--- src/rtl/rtype_pkg.sv ---
// Shared encodings and decode for the pipelined R-type datapath.
// Defines funct codes, ALU operation enum and the decoded-instruction record.
package rtype_pkg;

   localparam logic [5:0] OP_RTYPE = 6'd0;

   localparam logic [5:0] F_SLL  = 6'h00;
   localparam logic [5:0] F_ADD  = 6'h20;
   localparam logic [5:0] F_ADDU = 6'h21;
   localparam logic [5:0] F_SUB  = 6'h22;
   localparam logic [5:0] F_SUBU = 6'h23;
   localparam logic [5:0] F_AND  = 6'h24;
   localparam logic [5:0] F_OR   = 6'h25;
   localparam logic [5:0] F_XOR  = 6'h26;
   localparam logic [5:0] F_NOR  = 6'h27;
   localparam logic [5:0] F_SLT  = 6'h2A;
   localparam logic [5:0] F_SLTU = 6'h2B;

   typedef enum logic [3:0] {
      ALU_ADD,
      ALU_ADDU,
      ALU_SUB,
      ALU_SUBU,
      ALU_AND,
      ALU_OR,
      ALU_XOR,
      ALU_NOR,
      ALU_SLT,
      ALU_SLTU,
      ALU_SLL
   } alu_op_e;

   typedef struct packed {
      logic [4:0] rs;
      logic [4:0] rt;
      logic [4:0] rd;
      logic [4:0] shamt;
      alu_op_e    alu_op;
      logic       illegal;
   } decoded_t;

   function automatic decoded_t decode(input logic [31:0] instr);
      decoded_t d;
      d.rs      = instr[25:21];
      d.rt      = instr[20:16];
      d.rd      = instr[15:11];
      d.shamt   = instr[10:6];
      d.alu_op  = ALU_ADD;
      d.illegal = 1'b0;
      case (instr[5:0])
         F_ADD:   d.alu_op = ALU_ADD;
         F_ADDU:  d.alu_op = ALU_ADDU;
         F_SUB:   d.alu_op = ALU_SUB;
         F_SUBU:  d.alu_op = ALU_SUBU;
         F_AND:   d.alu_op = ALU_AND;
         F_OR:    d.alu_op = ALU_OR;
         F_XOR:   d.alu_op = ALU_XOR;
         F_NOR:   d.alu_op = ALU_NOR;
         F_SLT:   d.alu_op = ALU_SLT;
         F_SLTU:  d.alu_op = ALU_SLTU;
         F_SLL:   d.alu_op = ALU_SLL;
         default: d.illegal = 1'b1;
      endcase
      if (instr[31:26] != OP_RTYPE) begin
         d.illegal = 1'b1;
      end
      return d;
   endfunction

endpackage

--- src/rtl/rtype_alu.sv ---
// Combinational R-type ALU: modulo-2^XLEN arithmetic, logic, compares and sll.
// ovf is raised only for signed add/sub overflow.
module rtype_alu
   import rtype_pkg::*;
#(
   parameter int XLEN = 32
) (
   input  logic [XLEN-1:0] a,
   input  logic [XLEN-1:0] b,
   input  logic [4:0]      shamt,
   input  alu_op_e         alu_op,
   output logic [XLEN-1:0] y,
   output logic            ovf
);

   logic [XLEN-1:0] sum;
   logic [XLEN-1:0] diff;
   logic [6:0]      sh_amt;
   logic            lt_s;
   logic            lt_u;

   assign sum    = a + b;
   assign diff   = a - b;
   // Shift distance wraps at the datapath width for narrow configurations.
   assign sh_amt = 7'(shamt) % 7'(XLEN);
   assign lt_s   = $signed(a) < $signed(b);
   assign lt_u   = a < b;

   always_comb begin
      y   = '0;
      ovf = 1'b0;
      case (alu_op)
         ALU_ADD: begin
            y   = sum;
            ovf = (a[XLEN-1] == b[XLEN-1]) && (sum[XLEN-1] != a[XLEN-1]);
         end
         ALU_ADDU: y = sum;
         ALU_SUB: begin
            y   = diff;
            ovf = (a[XLEN-1] != b[XLEN-1]) && (diff[XLEN-1] != a[XLEN-1]);
         end
         ALU_SUBU: y = diff;
         ALU_AND:  y = a & b;
         ALU_OR:   y = a | b;
         ALU_XOR:  y = a ^ b;
         ALU_NOR:  y = ~(a | b);
         ALU_SLT:  y = {{(XLEN-1){1'b0}}, lt_s};
         ALU_SLTU: y = {{(XLEN-1){1'b0}}, lt_u};
         ALU_SLL:  y = b << sh_amt;
         default:  y = '0;
      endcase
   end

endmodule

--- src/rtl/rtype_pipe_datapath.sv ---
// Two-stage R-type datapath: decode/read/execute, then write-back with DS strobe.
// Define RTYPE_FWD_EN to forward WB results instead of stalling on RAW hazards.
module rtype_pipe_datapath
   import rtype_pkg::*;
#(
   parameter int XLEN      = 32,
   parameter int REG_COUNT = 32
) (
   input  logic            CLK,
   input  logic            RST,
   input  logic            in_valid,
   output logic            in_ready,
   input  logic [31:0]     instruction,
   output logic [XLEN-1:0] DS,
   output logic            ds_valid,
   output logic [4:0]      ds_rd,
   output logic            ovf,
   output logic            illegal,
   input  logic            dbg_we,
   input  logic [4:0]      dbg_addr,
   input  logic [XLEN-1:0] dbg_data
);

   localparam int         AW      = (REG_COUNT > 1) ? $clog2(REG_COUNT) : 1;
   localparam logic [5:0] REG_LIM = 6'(REG_COUNT);

   function automatic logic addr_ok(input logic [4:0] a);
      return (a != 5'd0) && ({1'b0, a} < REG_LIM);
   endfunction

   logic [XLEN-1:0] regs_q [REG_COUNT];

   logic            wb_valid_q,  wb_valid_d;
   logic [4:0]      wb_rd_q,     wb_rd_d;
   logic [XLEN-1:0] wb_result_q, wb_result_d;
   logic            wb_ovf_q,    wb_ovf_d;
   logic            wb_illegal_q, wb_illegal_d;

   decoded_t        dec;
   logic [XLEN-1:0] rf_rs, rf_rt;
   logic [XLEN-1:0] op_a, op_b;
   logic [XLEN-1:0] alu_y;
   logic            alu_ovf;
   logic            wb_we;
   logic            rs_hit, rt_hit;
   logic            accept;

   assign dec = decode(instruction);

   assign rf_rs = addr_ok(dec.rs) ? regs_q[dec.rs[AW-1:0]] : '0;
   assign rf_rt = addr_ok(dec.rt) ? regs_q[dec.rt[AW-1:0]] : '0;

   // A legal in-range WB instruction both commits next edge and defines the hazard window.
   assign wb_we  = wb_valid_q && !wb_illegal_q && addr_ok(wb_rd_q);
   assign rs_hit = wb_we && (dec.rs == wb_rd_q);
   assign rt_hit = wb_we && (dec.rt == wb_rd_q);

`ifdef RTYPE_FWD_EN
   assign op_a     = rs_hit ? wb_result_q : rf_rs;
   assign op_b     = rt_hit ? wb_result_q : rf_rt;
   assign in_ready = 1'b1;
`else
   assign op_a     = rf_rs;
   assign op_b     = rf_rt;
   assign in_ready = !(rs_hit || rt_hit);
`endif

   assign accept = in_valid && in_ready;

   rtype_alu #(
      .XLEN (XLEN)
   ) u_alu (
      .a      (op_a),
      .b      (op_b),
      .shamt  (dec.shamt),
      .alu_op (dec.alu_op),
      .y      (alu_y),
      .ovf    (alu_ovf)
   );

   always_comb begin
      wb_valid_d   = accept;
      wb_rd_d      = wb_rd_q;
      wb_result_d  = wb_result_q;
      wb_ovf_d     = wb_ovf_q;
      wb_illegal_d = wb_illegal_q;
      if (accept) begin
         wb_rd_d      = dec.rd;
         wb_result_d  = dec.illegal ? '0 : alu_y;
         wb_ovf_d     = !dec.illegal && alu_ovf;
         wb_illegal_d = dec.illegal;
      end
   end

   always_ff @(posedge CLK or posedge RST) begin
      if (RST) begin
         wb_valid_q   <= 1'b0;
         wb_rd_q      <= '0;
         wb_result_q  <= '0;
         wb_ovf_q     <= 1'b0;
         wb_illegal_q <= 1'b0;
      end else begin
         wb_valid_q   <= wb_valid_d;
         wb_rd_q      <= wb_rd_d;
         wb_result_q  <= wb_result_d;
         wb_ovf_q     <= wb_ovf_d;
         wb_illegal_q <= wb_illegal_d;
      end
   end

   // Register 0 is a constant; WB takes priority over a same-edge debug write.
   for (genvar gi = 0; gi < REG_COUNT; gi++) begin : g_rf
      if (gi == 0) begin : g_zero
         always_ff @(posedge CLK or posedge RST) begin
            if (RST) begin
               regs_q[gi] <= '0;
            end else begin
               regs_q[gi] <= '0;
            end
         end
      end else begin : g_reg
         logic wb_hit;
         logic dbg_hit;
         assign wb_hit  = wb_we && (wb_rd_q == 5'(gi));
         assign dbg_hit = dbg_we && (dbg_addr == 5'(gi));
         always_ff @(posedge CLK or posedge RST) begin
            if (RST) begin
               regs_q[gi] <= '0;
            end else if (wb_hit) begin
               regs_q[gi] <= wb_result_q;
            end else if (dbg_hit) begin
               regs_q[gi] <= dbg_data;
            end
         end
      end
   end

   assign DS       = wb_result_q;
   assign ds_valid = wb_valid_q;
   assign ds_rd    = wb_rd_q;
   assign ovf      = wb_ovf_q;
   assign illegal  = wb_illegal_q;

endmodule

--- config.mk ---
export PLATFORM = sky130hd
export DESIGN_NAME = rtype_pipe_datapath
export DESIGN_NICKNAME = d
export VERILOG_FILES = /design/src/rtl/rtype_pkg.sv /design/src/rtl/rtype_alu.sv /design/src/rtl/rtype_pipe_datapath.sv
export SDC_FILE = /design/constraint.sdc
export NUM_CORES = 2
export LEC_CHECK = 0
export BUFFER_PORTS_ARGS = -buffer_cell sky130_fd_sc_hd__buf_2
export CAP_MARGIN = 25
export CORE_MARGIN = 3
export CORE_UTILIZATION = 60
export CTS_BUF_LIST = sky130_fd_sc_hd__clkbuf_2
export DETAILED_ROUTE_END_ITERATION = 10
export PLACE_DENSITY_LB_ADDON = 0.08
export SLEW_MARGIN = 20
export SYNTH_ARGS = -nofsm -noshare
export SYNTH_HDL_FRONTEND = slang
export SYNTH_HIERARCHICAL = 1
export SYNTH_SLANG_ARGS = --single-unit
--- constraint.sdc ---
create_clock -name CLK -period 34.8 [get_ports CLK]
set_input_delay 6.96 -clock CLK [delete_from_list [all_inputs] [get_ports CLK]]
set_output_delay 6.96 -clock CLK [all_outputs]
set_load 0.1 [all_outputs]
Word level (Yosys, flattened, before mapping). Index checks and enable logic that the tools add are counted. W data, S select, Z words.

Output and inout bits: 41. Bits of input ports: 73. Register bits: 1032. Word-level logic and storage cells: 327.

Bitwise gates (word level): 6. Add/sub/neg operators: 2. Shift operators: 1. Magnitude comparators: 4. Reductions and logical operators: 114. Equal/unequal tests: 88. Mux-type cells: 76.

Operators with widths (number): $mux W32 (69); $bmux W32 S5 (2); $pmux W32 S9 (1); $eq A5 B5 Y1 const B (32); $eq A5 B4 Y1 const B (16); $logic_and A1 B1 Y1 (70); $lt A32 B32 Y1 (2); $reduce_bool A2 Y1 (31); $eq A6 B6 Y1 const B (10); $eq A5 B3 Y1 const B (8); $pmux W4 S10 (1); $add A32 B32 Y32 (1); $and A32 B32 Y32 (1); $not A32 Y32 (1); $or A32 B32 Y32 (1); $shl A32 B5 Y32 (1); $sub A32 B32 Y32 (1); $xor A32 B32 Y32 (1); $eq A5 B2 Y1 const B (4); $eq A4 B3 Y1 const B (4); $reduce_bool A5 Y1 (3); $eq A4 B4 Y1 const B (3); $ge A6 B6 Y1 const B (2); $not A5 Y6 (2); 15 further kinds (24).

Depth between registers and ports, before layout.
Word-level depth: 10. Depth in mapped cells: 24.

Modules after synthesis. Netlist, hierarchy kept.

Modules (own cells, without submodules): rtype_pipe_datapath (cells each 6218, times used 1, area an instance 64745.8 um^2, sequential area each 25824.8 um^2); rtype_alu (cells each 1065, times used 1, area an instance 7066.8 um^2, sequential area each 0.0 um^2).

Least setup slack after synthesis. No wires, ideal clock.

Kind: input-to-output. From: input instruction[20]. To: output in_ready. Setup slack: 19.112 ns. Path buffers: 2. Stages: 6. Data arrival time: 8.728 ns. Path through: clkbuf_1 xor2_1 nor4_1 a22oi_1 or2_1 clkbuf_1.

Word-level cells in the longest chain between the ends: 4.

Ends and longest elaborated chain: start: declaration (RTL line rtype_pipe_datapath.sv:13) `input logic [31:0] instruction,`; $eq A5 B5 Y1 (RTL line rtype_pipe_datapath.sv:56) `assign rt_hit = wb_we && (dec.rt == wb_rd_q);`; $logic_and A1 B1 Y1 (RTL line rtype_pipe_datapath.sv:56); $logic_or A1 B1 Y1 (RTL line rtype_pipe_datapath.sv:65) `assign in_ready = !(rs_hit || rt_hit);`; $logic_not A1 Y1 (RTL line rtype_pipe_datapath.sv:65); end: declaration (RTL line rtype_pipe_datapath.sv:12) `output logic in_ready,`.

Every way passes these cells.

Final worst setup path. Same ends and word-level chain as after synthesis.

==> reports/qor.yml <==
grt:
  use_met1_pct: 58.7
  grt_pass1_wl_mm: 400
  grt_antenna_before_repair: 12
  first_global_vias: 58900
  grt-busiest-layer: "met2"
  grt.met3_usage_pct: 14.1
  overflow: 0
  grt_usage_pct: 43.6
  grtUsageMet2_pct: 62.7
  grt_max_degree: 91
floorplan:
  fp.dieH_um: 352
  io_pins: 114
  initial_core_util_pct: 60.7
  core_um2: 118000
  fp.dieW_um: 352
  dieArea_um2: 124000
  fp-row-count: 126
clock_network:
  cts_sinks: 1032
  cts-root-buf: "clkbuf_2"
  cts_resized: 0
  cts_max_path_buffers: 4
  htreeDepth: 5
  cts_buffers: 301
  post_cts_buffers: 0
  clk_latency_ns: 1.73
  clk_pin_slew_ns: 0.08
  tritoncts: "done"
  cts_hold_buffers: 0
detailed_routing:
  vias_per_cell: 6.93
  drtIter0Drc: 8854
  num_vias: 61600
  drc: 0
  routedWlPerCell_um: 31.0
  first_pass_iters: 8
  routed_wl_mm: 276
  ant_nets: 0
sta:
  setup_tns_ns: 0
  rsz0062_at_grt: "false"
  skew_ns: 0.179
  hold_viol_final: 0
  hold_ws_ns: 0.512
  period_minus_slack_ns: 16.01
  max_slew_margin_pct: 17.5
  tightest_slew_ns: 1.24
  max_freq_mhz: 62.5
  min_period_over_period_pct: 46.0
  finalSetupViolations: 0
  slew_violations: 0
  setup_slack_ns: 18.79
synthesis:
  ys.flop_type: "dfrtp_1"
  yosys.area_share.simple_pct: 10.1
  synth_area_per_cell_um2: 9.86
  synth-seq-cells: 1032
  seq_area_frac_synth_pct: 36.0
  synth_cell_type_count: 100
  synth-compound-area-share_pct: 13.8
  synth_mux_area_share_pct: 31.9
  syn-num-nets: 7454
  syn_area_um2: 71800
  synthCells: 7283
  yosys_warnings: 6
  synth_edf_count: 0
  synth-xor-area-share_pct: 0.451
  async_flop_share_pct: 100
  synthAdderAreaFrac_pct: 1.73
  synth_top_family_by_area: "multiplexers"
finish:
  nets: 7266
  post-route-cell-area_um2: 75200
  area_delta_synth_final_pct: 4.65
  drive_above_1_share_pct: 20.0
flow_run:
  cap_violations: 0
hold_path:
  hold_path_class: "reg -> reg"
critical_path:
  arrival_ns: 9.05
  path_max_fanout: 17
  critPathRequiredTime_ns: 27.84
  worstSetupStartpointType: "primary input"
  path_class: "in -> out"
  end_kind: "primary output"
outcome:
  status: "finished clean"
power_and_ir_drop:
  finalPower_uw: 4400
  ir_drop_mv: 0.0342
  p_leak_uw: 0.0326
  p_per_area_nw_per_um2: 58.6
placement:
  hpwl_mm: 165
  preCtsSetupSlack_ns: 18.87
  place_area_um2: 72500
  io_buffers: 113
  globalplace.congestion: 0.972
## cells by family after synthesis
kind of cell	after synthesis
AOI/OAI and AO/OA	1727
xor gates and xnor gates	37
adders and majority gates	98
buffers and inverters	947
DFF	1032
muxes	1727
and+or+nand+nor	1715
## flip-flops by register name, summed over array words and instances (netlist names)
| name | cells |
|---|---|
| DS | 32 |
| ds_rd | 5 |
| ds_valid | 1 |
| illegal | 1 |
| ovf | 1 |
| regs_q | 992 |
## final timing paths
| kind | start | to | slack (ns) | depth (start not counted) |
|---|---|---|---|---|
| hold reg to reg | regs_q[232] | regs_q[232] | 0.51 | 2 |
| max in group asynchronous | RST | regs_q[160] | 25.30 | 6 |
| setup reg to reg | regs_q[615] | DS[30] | 28.76 | 18 |
| setup / recovery | instruction[20] | in_ready | 18.79 | 6 |
| min in group asynchronous | RST | regs_q[696] | 5.46 | 2 |
| hold / removal | regs_q[232] | regs_q[232] | 0.51 | 2 |
## area by class of cell
cell class / count / area (um2)
sequential: 1032 / 25800
clock inverter: 51 / 273
fill: 9935 / 43200
antenna: 13 / 32.5
timing repair buffer: 307 / 2250
clock buffer: 425 / 2130
inverter: 149 / 563
multi-input combinational: 5304 / 42100
tap: 1600 / 2000
## cells in the mapped netlist, drive strengths merged, types with 4 or more instances
master	number	area, um2
o21bai	12	90.1
or3	6	37.5
nor3	91	498
o211ai	49	373
a311oi	7	78.8
and3	7	43.8
a2111oi	8	101
o21ai	598	3000
a21o	8	62.6
or2	10	62.6
o31ai	8	73.8
o22ai	5	31.3
a211oi	50	475
nand2b	18	113
o311ai	5	43.8
xor2	11	96.3
o31a	4	46.3
buf	309	1870
ha	96	1200
mux2i	1149	11500
a32o	5	50.1
o21a	5	37.5
a21boi	7	52.6
dfrtp	1032	25800
a22oi	15	113
and2	10	62.6
mux4	438	9860
nand3	32	160
o221ai	9	78.8
nand4	9	56.3
inv	147	552
nor2b	83	524
a31oi	37	231
nor4	15	149
a221oi	102	893
a21oi	767	3840
xnor2	26	228
clkbuf	489	1920
nand2	649	2450
nor2	764	2880
mux2	140	1580
## worst max-delay path: stages
cell and delay [ns]:
buf_2 0.58, xor2_1 0.20, nor4_1 0.08, a22oi_1 0.38
or2_1 0.34, buf_2 0.49
## power by group
group          total (uW)  switching, uW  internal (uW)
Clock                 892            549            342
Sequential           1890            311           1580
Combinational        1620            826            794
## metal layers
layer,vias to the layer above,part of all wire (%)
met5,-,0.033
met4,10,5.9
met3,954,14
met2,4375,43
met1,30200,37
li1,26100,-
## layout by cell type, fill, tap and decap left out, types with 140 or more instances in the layout
cell type | Yosys | layout
mux2i_1 | 1149 | 1149
dfrtp_1 | 1032 | 1032
o21ai_0 | 493 | 493
mux2_2 | 140 | 140
buf_4 | 53 | 180
clkbuf_2 | 0 | 425
nor2_1 | 762 | 748
mux4_2 | 438 | 438
nand2_1 | 645 | 632
inv_1 | 144 | 143
a21oi_1 | 767 | 767
## per-stage QoR
stage	utilization [%]	cells
after CTS	63.3	8856
after global routing	63.5	8877
after floorplan	-	7283
after global placement	61.2	8376
after detailed placement	61.3	8380
final	63.5	8881
Power figures use the tool's default switching activity.
